## src/rtl/lane_writeback.sv

```systemverilog
// rtl/lane_writeback.sv - in-order lane result buffer feeding the vector register file
// Per-register pending counters let issue logic see hazards on still-buffered results.
module lane_writeback #(
   parameter int VECTOR_REG_WIDTH  = 64,
   parameter int NUM_OF_VECTOR_REG = 32,
   parameter int WB_DEPTH          = 4,
   localparam int RW = $clog2(NUM_OF_VECTOR_REG),
   localparam int CW = $clog2(WB_DEPTH + 1)
) (
   input  logic                         clk,
   input  logic                         reset,
   input  logic                         result_vld,
   input  logic [RW-1:0]                vec_reg_out,
   input  logic [VECTOR_REG_WIDTH-1:0]  data_out,
   output logic                         wb_full_lane,
   input  logic                         flush,
   output logic                         rf_wr_en,
   output logic [RW-1:0]                rf_wr_addr,
   output logic [VECTOR_REG_WIDTH-1:0]  rf_wr_data,
   input  logic                         rf_wr_ready,
   output logic [NUM_OF_VECTOR_REG-1:0] reg_pending,
   output logic [CW-1:0]                wb_count,
   output logic                         wb_overflow
);

   localparam int PW = $clog2(WB_DEPTH);

   logic [RW-1:0]               addr_mem [WB_DEPTH];
   logic [VECTOR_REG_WIDTH-1:0] data_mem [WB_DEPTH];

   logic [PW-1:0] rd_ptr_q, rd_ptr_d;
   logic [PW-1:0] wr_ptr_q, wr_ptr_d;
   logic [CW-1:0] count_q, count_d;
   logic [CW-1:0] pend_cnt_q [NUM_OF_VECTOR_REG];
   logic [CW-1:0] pend_cnt_d [NUM_OF_VECTOR_REG];
   logic          overflow_q, overflow_d;

   logic pop_raw, pop, push, has_room;

   assign rf_wr_en     = (count_q != '0);
   assign rf_wr_addr   = addr_mem[rd_ptr_q];
   assign rf_wr_data   = data_mem[rd_ptr_q];
   assign wb_count     = count_q;
   assign wb_overflow  = overflow_q;
   assign wb_full_lane = (count_q >= CW'(WB_DEPTH - 1));

   // A pop frees the head slot in the same cycle, so a full buffer still takes a push then.
   assign has_room = (count_q < CW'(WB_DEPTH));
   assign pop_raw  = rf_wr_en & rf_wr_ready;
   assign pop      = pop_raw & ~flush;
   assign push     = result_vld & (has_room | pop_raw) & ~flush;

   always_comb begin
      rd_ptr_d   = rd_ptr_q;
      wr_ptr_d   = wr_ptr_q;
      count_d    = count_q;
      overflow_d = overflow_q | (result_vld & ~has_room & ~pop_raw);
      if (flush) begin
         rd_ptr_d = '0;
         wr_ptr_d = '0;
         count_d  = '0;
      end else begin
         if (pop)  rd_ptr_d = rd_ptr_q + PW'(1);
         if (push) wr_ptr_d = wr_ptr_q + PW'(1);
         case ({push, pop})
            2'b10:   count_d = count_q + CW'(1);
            2'b01:   count_d = count_q - CW'(1);
            default: count_d = count_q;
         endcase
      end
   end

   always_comb begin
      for (int r = 0; r < NUM_OF_VECTOR_REG; r++) begin
         pend_cnt_d[r] = pend_cnt_q[r];
         if (flush) begin
            pend_cnt_d[r] = '0;
         end else begin
            if (push && vec_reg_out == RW'(r)) pend_cnt_d[r] = pend_cnt_d[r] + CW'(1);
            if (pop && rf_wr_addr == RW'(r))   pend_cnt_d[r] = pend_cnt_d[r] - CW'(1);
         end
         reg_pending[r] = (pend_cnt_q[r] != '0);
      end
   end

   always_ff @(posedge clk or negedge reset) begin
      if (!reset) begin
         rd_ptr_q   <= '0;
         wr_ptr_q   <= '0;
         count_q    <= '0;
         overflow_q <= 1'b0;
         for (int r = 0; r < NUM_OF_VECTOR_REG; r++) pend_cnt_q[r] <= '0;
      end else begin
         rd_ptr_q   <= rd_ptr_d;
         wr_ptr_q   <= wr_ptr_d;
         count_q    <= count_d;
         overflow_q <= overflow_d;
         for (int r = 0; r < NUM_OF_VECTOR_REG; r++) pend_cnt_q[r] <= pend_cnt_d[r];
      end
   end

   always_ff @(posedge clk) begin
      if (push) begin
         addr_mem[wr_ptr_q] <= vec_reg_out;
         data_mem[wr_ptr_q] <= data_out;
      end
   end

endmodule
```

## config.mk

```make
export PLATFORM = sky130hd
export DESIGN_NAME = lane_writeback
export DESIGN_NICKNAME = d
export VERILOG_FILES = /design/src/rtl/lane_writeback.sv
export SDC_FILE = /design/constraint.sdc
export NUM_CORES = 1
export LEC_CHECK = 0
export ABC_CLOCK_PERIOD_IN_PS = 4300
export CAP_MARGIN = 20
export CORE_ASPECT_RATIO = 0.9
export CORE_UTILIZATION = 55
export CTS_CLUSTER_SIZE = 40
export DETAILED_ROUTE_END_ITERATION = 8
export PLACE_DENSITY = 0.77
export SYNTH_ARGS = -nofsm -noshare
export SYNTH_HDL_FRONTEND = slang
export SYNTH_SLANG_ARGS = --single-unit
```

## constraint.sdc

```tcl
create_clock -name clk -period 4.3 [get_ports clk]
set_input_delay 0.43 -clock clk [delete_from_list [all_inputs] [get_ports clk]]
set_output_delay 0.43 -clock clk [all_outputs]
set_load 0.005 [all_outputs]
```

### After elaboration in Yosys (flattened, before gate mapping)

Memory sizes are Yosys's and may differ from the RTL's.
Cells that the tools add are included.

| word-level totals | value |
|---|---|
| output and inout bits | 107 |
| bits in writable memories | 276 |
| bits in registers | 104 |
| input bits | 74 |
| memories kept | 2 |

Memory list:

| name | words | bits a word | rd ports | clocked after Yosys merged registers in | wr ports | RTL line | RTL |
|---|---|---|---|---|---|---|---|
| data_mem | 4 | 64 | 1 | 0 | 1 | 29 | `logic [VECTOR_REG_WIDTH-1:0] data_mem [WB_DEPTH];` |
| addr_mem | 4 | 5 | 1 | 0 | 1 | 28 | `logic [RW-1:0] addr_mem [WB_DEPTH];` |

| cells by class | value |
|---|---|
| eq/ne operators | 64 |
| magnitude comparators | 2 |
| reduce and logical (&&, ||, !) cells | 102 |
| bitwise gates (word level) | 11 |
| add/sub/neg operators | 68 |
| multiplexer cells | 136 |

Operators with widths:

| kind | number |
|---|---|
| $mux W3 | 129 |
| $eq A5 B5 Y1 const B | 32 |
| $reduce_bool A3 Y1 | 34 |
| $add A3 B1 Y3 const B | 33 |
| $sub A3 B1 Y3 const B | 33 |
| $eq A5 B4 Y1 const B | 16 |
| $logic_and A1 B1 Y1 | 64 |
| $eq A5 B3 Y1 const B | 8 |
| $eq A5 B2 Y1 const B | 4 |
| $eq A5 B1 Y1 const B | 2 |
| $logic_not A5 Y1 | 2 |
| $mux W2 | 4 |
| $and A1 B1 Y1 | 6 |
| $pmux W3 S2 | 1 |
| $add A2 B1 Y2 const B | 2 |
| $reduce_bool A2 Y1 | 2 |
| $ge A3 B2 Y1 const B | 1 |
| $lt A3 B3 Y1 const B | 1 |
| $not A1 Y1 | 3 |
| $eq A2 B1 Y1 const B | 1 |
| $eq A2 B2 Y1 const B | 1 |
| $mux W1 | 2 |
| $or A1 B1 Y1 | 2 |

### Longest topological paths before layout

Gate-level depths: netlist (run 1).

| depth | value |
|---|---|
| depth in word-level cells | 11 |
| depth in mapped cells | 10 |
| gate-level depth less buffers | 8 |

### Least setup slack after synthesis (run 1)

OpenSTA, ideal clock, no wires.

| path | value |
|---|---|
| path kind | input port to flip-flop |
| start point | input port flush |
| end point | memory addr_mem[0][0] (netlist bit), enable pin |
| setup time | 0.435 ns |
| buffers on the path | 2 |
| slack | 1.052 ns |
| arrival | 2.813 ns |
| cell stages on the path | 4 |
| cells stage by stage | clkbuf_1 nor2b_1 clkbuf_1 and3_1 |

| on the way | value |
|---|---|
| word-level cells in the longest chain between the ends | 4 |

Ends and longest elaborated chain:

| what | RTL line | RTL |
|---|---|---|
| from (decl) | 16 | `input logic flush,` |
| $not A1 Y1 | 51 | `assign push = result_vld & (has_room \| pop_raw) & ~flush;` |
| $and A1 B1 Y1 | 51 |  |
| $mux W1 | 103 | `if (push) begin` |
| $mux W1 (implied by the code) | 104 | `addr_mem[wr_ptr_q] <= vec_reg_out;` |
| to (decl) | 28 |  |

No other way between the ends.

### Worst setup path in the final report (run 1)

| path | value |
|---|---|
| start point | register rd_ptr_q[0] |
| end point | output port rf_wr_addr[3] |

| on the way | value |
|---|---|
| word-level cells in the longest chain between the ends | 1 |

Ends and longest elaborated chain:

| what | RTL line | RTL |
|---|---|---|
| from (decl) | 31 | `logic [PW-1:0] rd_ptr_q, rd_ptr_d;` |
| from (signal assigned) | 94 | `rd_ptr_q <= rd_ptr_d;` |
| $mem_v2 Z4 W5 | -- |  |
| to (decl) | 18 | `output logic [RW-1:0] rf_wr_addr,` |

No other way between the ends.

==> run metrics, run 1 <==
Antenna diodes=0; Max Buffers Root-to-Sink=3; clock insertion delay at the later pin of the skew report=0.56 ns; fraction of the core area covered by cells at the end of the flow=67.63%; number of DRC markers after the initial detailed-route iteration=711; Worst Max-Slew Pin Slew=0.9029 ns; global-route wire length before repair=62030 um; final-report setup violation count=0; worst stage delay on the critical path=0.71 ns; post-CTS repair timing setup buffer count=0; arrival time worst endpoint=2.80 ns; syn nets=1420; routability congestion estimate=0.8241; count of pins on the block boundary=181; number of global-route vias before repair=11223; number of enable flip-flop cells after synthesis=276; fin nets=1601; compound-gate portion of the synthesized area=3.568%; share of the synthesized netlist area taken by xor and xnor gates=4.075%; end of the worst register-to-register path=pend_cnt_q[11]$_DFF_PN0_; power per unit of standard cell area=394.6 mW/mm^2; die area=0.03389 sq mm; number of H-tree branching levels=2; Cells after Synth=1245; count of clock tree sinks=380; final hold violations=0; clock tree root buffer cell=clkbuf_16; combined global-route utilization of all metal layers=23.67%; area share of fa/ha/maj cells after synthesis=6.971%; reg-to-reg slack, setup=1.16 ns; Vert. Die Dim=174.7 um; Max Fanout on Critical Path=67; Post-route DRC=0; number of routed nets with antenna violations=0; IO buf count=180; remaining global-route overflow=0; Routed Wire Length=39290 um; master of the slowest instance on the critical path=mux4_2; fraction of registers with async set/reset=27.37%; number of cells in the design after placement=1799; worst slew margin relative to its limit=39.25%; number of cells traversed by the worst register-to-register path=9; ys flop type=edfxtp_1; total standard cell area after synthesis=0.01824 sq mm; Final Instance Count excl. Fillers=1873; required time of the critical path=3.87 ns; number of clock buffers inserted by TritonCTS=40; final-layout setup total negative slack=0 ns; worst voltage drop across the vdd grid=0.3972 mV; nature of the critical path endpoint=output port; launching element type of the critical path=register; type of the tightest min-delay check=in -> async; Rows=62; max-cap violation count=0; critical path's top delay family=buffers and inverters; starting density of the core=56.51%; overall power consumption=8.612 mW; status=complete, no violations; yosys warns=0; floorplan core area=0.03227 sq mm; Fin Hold WS=0.4771 ns; average routed wire per standard cell=20.97 um; vias after detailed routing=10963; critical register-to-register path startpoint=wb_count[2]$_DFFE_PN0P_; RSZ-0062 raised after global routing=no; minimum clock period after layout=3.232 ns; Tcrit/Tclk final=75.16%; type of the worst setup path=reg -> out; proportion of synthesized area in mux cells=11.32%; post-synthesis register bit count=380; critical path, cell by cell=buf_12 > mux4_2 > clkdlybuf4s50_1; floorplan die width=193.9 um; count of unique library cells instantiated by Yosys=55; CTS clk-pin slew, worst paths=0.07 ns; TritonCTS clock tree=yes; sequential cell area fraction in the yosys report=59.72%; count of pins over their slew limit=0; layout cell share with drive strength beyond 1=14.48%; via-per-instance ratio=5.853; relative area change from synthesis to final layout=19.68%; Avg Cell Area, Syn=14.65 sq um; area share of and/or/nand/nor cells after synthesis=11.31%; max frequency=309.4 MHz; reported leakage power=8.260 nW; HPWL Detailed=25530 um; Worst Path Buf+Inv=2; antenna violations before repair=0; combinational family with the most area after synthesis=multiplexers; Post-Route Skew=0.02058 ns; length of the first detailed-routing pass in iterations=5; pin count of the biggest net entering global routing=68
[synthesized netlist by cell type (33+ instances only)]
cell type / number / area share (%)
mux2i_1: 33 / 1.8
clkbuf_1: 50 / 1.0
nor3_1: 56 / 1.5
edfxtp_1: 276 / 45
mux4_2: 69 / 8.5
xnor2_1: 47 / 2.3
ha_1: 100 / 6.9
nor2_1: 43 / 0.89
inv_1: 72 / 1.5
nor4_1: 37 / 1.3
nand2b_1: 42 / 1.4
dfrtp_1: 104 / 14
[final cells by class]
type	count	area [sq um]
flip-flops and latches	380	10900
fillers	2245	10450
multi-input cells	724	6814
repair buffers	208	2072
clock buffers	48	1031
well taps	416	520.5
inverters	72	270.3
clock inverters	25	221.5
[worst max-delay path by stage]
stage	from	end	slack, ns	cells past startpoint
global placement	rf_wr_ready	pend_cnt_q[11]$_DFF_PN0_	0.75	10
detailed placement	rf_wr_ready	pend_cnt_q[11]$_DFF_PN0_	0.60	10
global route	rf_wr_ready	pend_cnt_q[11]$_DFF_PN0_	0.91	10
finish	rd_ptr_q[0]$_DFFE_PN0P_	rf_wr_addr[3]	1.07	3
floorplan	flush	addr_mem[0][0]$_DFFE_PP_	1.05	4
CTS	rd_ptr_q[0]$_DFFE_PN0P_	rf_wr_addr[3]	1.00	3
[power breakdown]
group          internal (mW)  total, mW  switching [mW]
sequential              4.06       4.12          0.0591
clock                   1.90       3.35            1.44
combinational          0.584       1.15           0.565
[routing by layer]
| layer | GRT usage [%] | part of all wire, % | vias to the layer above |
|---|---|---|---|
| met5 | 0 | 0 | - |
| met4 | 7.705 | 2.6 | 0 |
| met3 | 3.667 | 5.3 | 74 |
| met2 | 39.40 | 49 | 314 |
| met1 | 32.23 | 43 | 5503 |
| li1 | - | - | 5072 |
[cell families after synthesis]
| logic type | Yosys count |
|---|---|
| mux | 118 |
| simple gates | 342 |
| xor+xnor | 70 |
| fa+ha+maj | 101 |
| compound gates | 93 |
| flops | 380 |
| buf+inv | 141 |
[worst register-to-register path, stage by stage (launching register included)]
cell and delay (ns):
dfrtp_1 0.54, nor2b_2 0.26, buf_4 0.27, nor4_1 0.80, mux2i_1 0.31, ha_1 0.17, inv_1 0.04, nor4_1 0.30
xor3_1 0.28, nor2_1 0.09
[layout by cell type (no fill, tap or decap), types with 18 or more instances in the layout]
cell type	n
a211oi_1	18
buf_4	24
and3_1	19
clkbuf_16	40
nand4_1	22
nor2_1	43
a21oi_1	26
nor4_1	37
clkdlybuf4s50_1	178
inv_1	72
xnor2_1	47
edfxtp_1	276
dfrtp_1	102
a21o_1	30
nor2b_1	20
mux2i_1	33
nand2_1	18
nor3_1	56
nor3_2	19
mux4_2	69
nand2b_1	42
ha_1	100
[what timing repair did]
item | 4_1_cts | 5_1_grt
hold buffers | 1 | 0
hold endpoints to repair | 52 | 0
gates resized for setup | 0 | 0
[sequential cells by signal, summed over array words and instances, names as in the netlist]
signal,flops
wb_overflow,1
addr_mem,20
data_mem,256
wb_count,3
wr_ptr_q,2
rd_ptr_q,2
pend_cnt_q,96
[per-stage QoR]
step | setup WS, ns | instance area, sq um
3_5_place_dp | 0.5952 | 20560
5_1_grt | 0.9137 | 21820
6_report | 1.068 | 21820
2_1_floorplan | 1.052 | 18240
3_3_place_gp | 0.7451 | 20560
4_1_cts | 1.004 | 21820
Power figures use the tool's default switching activity.
==> inputs of run 2 (changes only) <==
--- a/config.mk
+++ b/config.mk
@@ -5,7 +5,7 @@
 export SDC_FILE = /design/constraint.sdc
 export NUM_CORES = 1
 export LEC_CHECK = 0
-export ABC_CLOCK_PERIOD_IN_PS = 4300
+export ABC_CLOCK_PERIOD_IN_PS = 3350
 export CAP_MARGIN = 20
 export CORE_ASPECT_RATIO = 0.9
 export CORE_UTILIZATION = 55
==> constraint.sdc (replaced) <==
create_clock -name clk -period 3.35 [get_ports clk]
set_input_delay 0.335 -clock clk [delete_from_list [all_inputs] [get_ports clk]]
set_output_delay 0.335 -clock clk [all_outputs]
set_load 0.005 [all_outputs]
==> run metrics, run 2 (synthesis gave the netlist of run 1 again) <==
RSZ-0062 raised after global routing=no (unchanged); critical register-to-register path startpoint=rd_ptr_q[0]$_DFFE_PN0P_ (was wb_count[2]$_DFFE_PN0P_); number of global-route vias before repair=11185 (was 11223); type of the tightest min-delay check=in -> reg (was in -> async); largest registers ranked by flip-flop count=data_mem: 256 flops, pend_cnt_q: 96 flops, addr_mem: 20 flops (unchanged); capture endpoint of the worst hold path=pend_cnt_q[16]$_DFF_PN0_; clock tree root buffer cell=clkbuf_16 (unchanged); layout cell share with drive strength beyond 1=15.78% (was 14.48%); max-cap violation count=0 (unchanged); combined global-route utilization of all metal layers=23.79% (was 23.67%); remaining global-route overflow=0 (unchanged); nature of the critical path endpoint=output port (unchanged); average routed wire per standard cell=20.94 um (was 20.97 um); count of pins over their slew limit=0 (unchanged); fin nets=1620 (was 1601); CTS clk-pin slew, worst paths=0.06 ns (was 0.07 ns); power per unit of standard cell area=500.2 mW/mm^2 (was 394.6 mW/mm^2); number of cells traversed by the worst register-to-register path=5 (was 9); worst voltage drop across the vdd grid=0.4809 mV (was 0.3972 mV); pin count of the biggest net entering global routing=67 (was 68); Routed Wire Length=39670 um (was 39290 um); type of the worst setup path=reg -> out (unchanged); routability congestion estimate=0.8504 (was 0.8241); clock insertion delay at the later pin of the skew report=0.54 ns (was 0.56 ns); via-per-instance ratio=5.758 (was 5.853); minimum clock period after layout=2.994 ns; most common cell after layout, fill and taps aside=edfxtp_1 (unchanged); vias after detailed routing=10905 (was 10963); Worst Max-Slew Pin Slew=0.7439 ns (was 0.9029 ns); launching element type of the critical path=register (unchanged); hold-critical path depth=3; Vert. Die Dim=174.7 um (unchanged); status=complete, no violations (unchanged); end of the worst register-to-register path=pend_cnt_q[61]$_DFF_PN0_ (was pend_cnt_q[11]$_DFF_PN0_); Post-route DRC=0 (unchanged); final-report setup violation count=0 (unchanged); Max Buffers Root-to-Sink=3 (unchanged); Max Fanout on Critical Path=66 (was 67); final hold violations=0 (unchanged); starting density of the core=56.51% (unchanged); relative area change from synthesis to final layout=20.62% (was 19.68%); floorplan core area=0.03227 sq mm (unchanged); worst hold path startpoint=flush; floorplan die width=193.9 um (unchanged); max frequency=334.0 MHz; highest-count cells in the layout ignoring fill and taps=276 x edfxtp_1, 178 x clkdlybuf4s50_1, 102 x dfrtp_1, 100 x ha_1, 72 x inv_1 (unchanged); flip-flop count of the largest register, all copies and words added=256 (unchanged); largest register by flop count=data_mem (unchanged); Tcrit/Tclk final=89.38%; arrival time worst endpoint=2.66 ns (was 2.80 ns); reg-to-reg slack, setup=0.55 ns (was 1.16 ns); final worst-path setup slack=0.3557 ns (was 1.068 ns); number of routed nets with antenna violations=0 (unchanged); die area=0.03389 sq mm (unchanged); count of clock tree sinks=380 (unchanged); worst slew margin relative to its limit=50.41% (was 39.25%); reported leakage power=8.374 nW (was 8.260 nW); IO buf count=180 (unchanged); HPWL Detailed=25790 um (was 25530 um); global-route wire length before repair=62110 um (was 62030 um); required time of the critical path=3.01 ns (was 3.87 ns); Fin Hold WS=0.3589 ns (was 0.4771 ns); TritonCTS clock tree=yes (unchanged); final-layout setup total negative slack=0 ns (unchanged); number of DRC markers after the initial detailed-route iteration=635 (was 711); Post-Route Skew=0.01802 ns (was 0.02058 ns); count of pins on the block boundary=181 (unchanged); Rows=62 (unchanged); antenna violations before repair=2 (was 0); number of H-tree branching levels=2 (unchanged); Placement Setup Slack=0.1395 ns (was 0.5952 ns); number of clock buffers inserted by TritonCTS=40 (unchanged); length of the first detailed-routing pass in iterations=5 (unchanged)
[run 2: changes by cell type in the layout (fill, tap and decap cells not counted), sizes merged]
cell and delta:
bufinv -2, diode +1, clkbuf +9, clkinv -3, buf +19, inv -3
[run 2: layout make-up]
class / count / area (sq um)
sequential: 380 / 10900
clock inverter: 17 / 141.4
clock buffer: 57 / 1126
tap: 416 / 520.5
timing repair buffer: 227 / 2227
inverter: 72 / 270.3
fill: 2238 / 10270
multi-input combinational: 724 / 6814
antenna: 1 / 2.502
[run 2: worst max-delay path: stages (launching register included)]
cell and delay (ns):
dfrtp_4 0.52, buf_12 0.43, mux4_2 0.58, clkdlybuf4s50_1 0.51
[run 2: worst max-delay path by stage]
| stage | from | endpoint | slack [ns] |
|---|---|---|---|
| detailed placement | vec_reg_out[2] | pend_cnt_q[74]$_DFF_PN0_ | 0.14 |
| finish | rd_ptr_q[0]$_DFFE_PN0P_ | rf_wr_data[8] | 0.36 |
| floorplan | flush | addr_mem[0][0]$_DFFE_PP_ | 0.20 |
| global route | rd_ptr_q[0]$_DFFE_PN0P_ | rf_wr_data[8] | 0.22 |
| global placement | vec_reg_out[2] | pend_cnt_q[74]$_DFF_PN0_ | 0.25 |
| CTS | rd_ptr_q[0]$_DFFE_PN0P_ | rf_wr_data[35] | 0.32 |
[run 2: through the flow]
stage | util (%) | total power, mW | instances | instance area [sq um]
after global routing | 68.16 | 11.38 | 1894 | 22000
after floorplan | - | 6.113 | 1245 | 18240
final | 68.16 | 11.00 | 1894 | 22000
after CTS | 68.16 | 11.11 | 1893 | 21990
after detailed placement | 64.20 | 6.868 | 1818 | 20720
after global placement | 64.20 | 6.839 | 1818 | 20720
[run 2: report_power, final]
group / total (mW) / leakage [nW] / internal, mW / switching, mW
logic: 1.50 / 3.81 / 0.761 / 0.739
registers: 5.28 / 3.95 / 5.21 / 0.0663
clock network: 4.23 / 0.618 / 2.44 / 1.79
total: 11.0 / 8.37 / 8.41 / 2.60
[run 2: what timing repair did]
item	CTS	global route
resized for setup	0	0
buffers inserted	0	0
endpoints found under the hold margin	44	0
endpoints found under the setup margin	0	0
hold buffers	1	0
[run 2: layer usage]
metal / wire length [um] / track usage, % / part of all wire, % / vias to the layer above
met3: 2361 / 4.169 / 6.0 / 62
met1: 17170 / 32.51 / 43 / 5415
met5: 17 / 0 / 0.043 / -
li1: - / - / - / 5097
met4: 871 / 6.680 / 2.2 / 2
met2: 19240 / 39.58 / 49 / 329
==> inputs of run 3 (changes only) <==
--- a/config.mk
+++ b/config.mk
@@ -12,6 +12,7 @@
 export CTS_CLUSTER_SIZE = 40
 export DETAILED_ROUTE_END_ITERATION = 8
 export PLACE_DENSITY = 0.77
+export SKIP_LAST_GASP = 1
 export SYNTH_ARGS = -nofsm -noshare
 export SYNTH_HDL_FRONTEND = slang
 export SYNTH_SLANG_ARGS = --single-unit
==> results of run 3 <==
Final layout, timing and power as in run 2 (identical DEF).
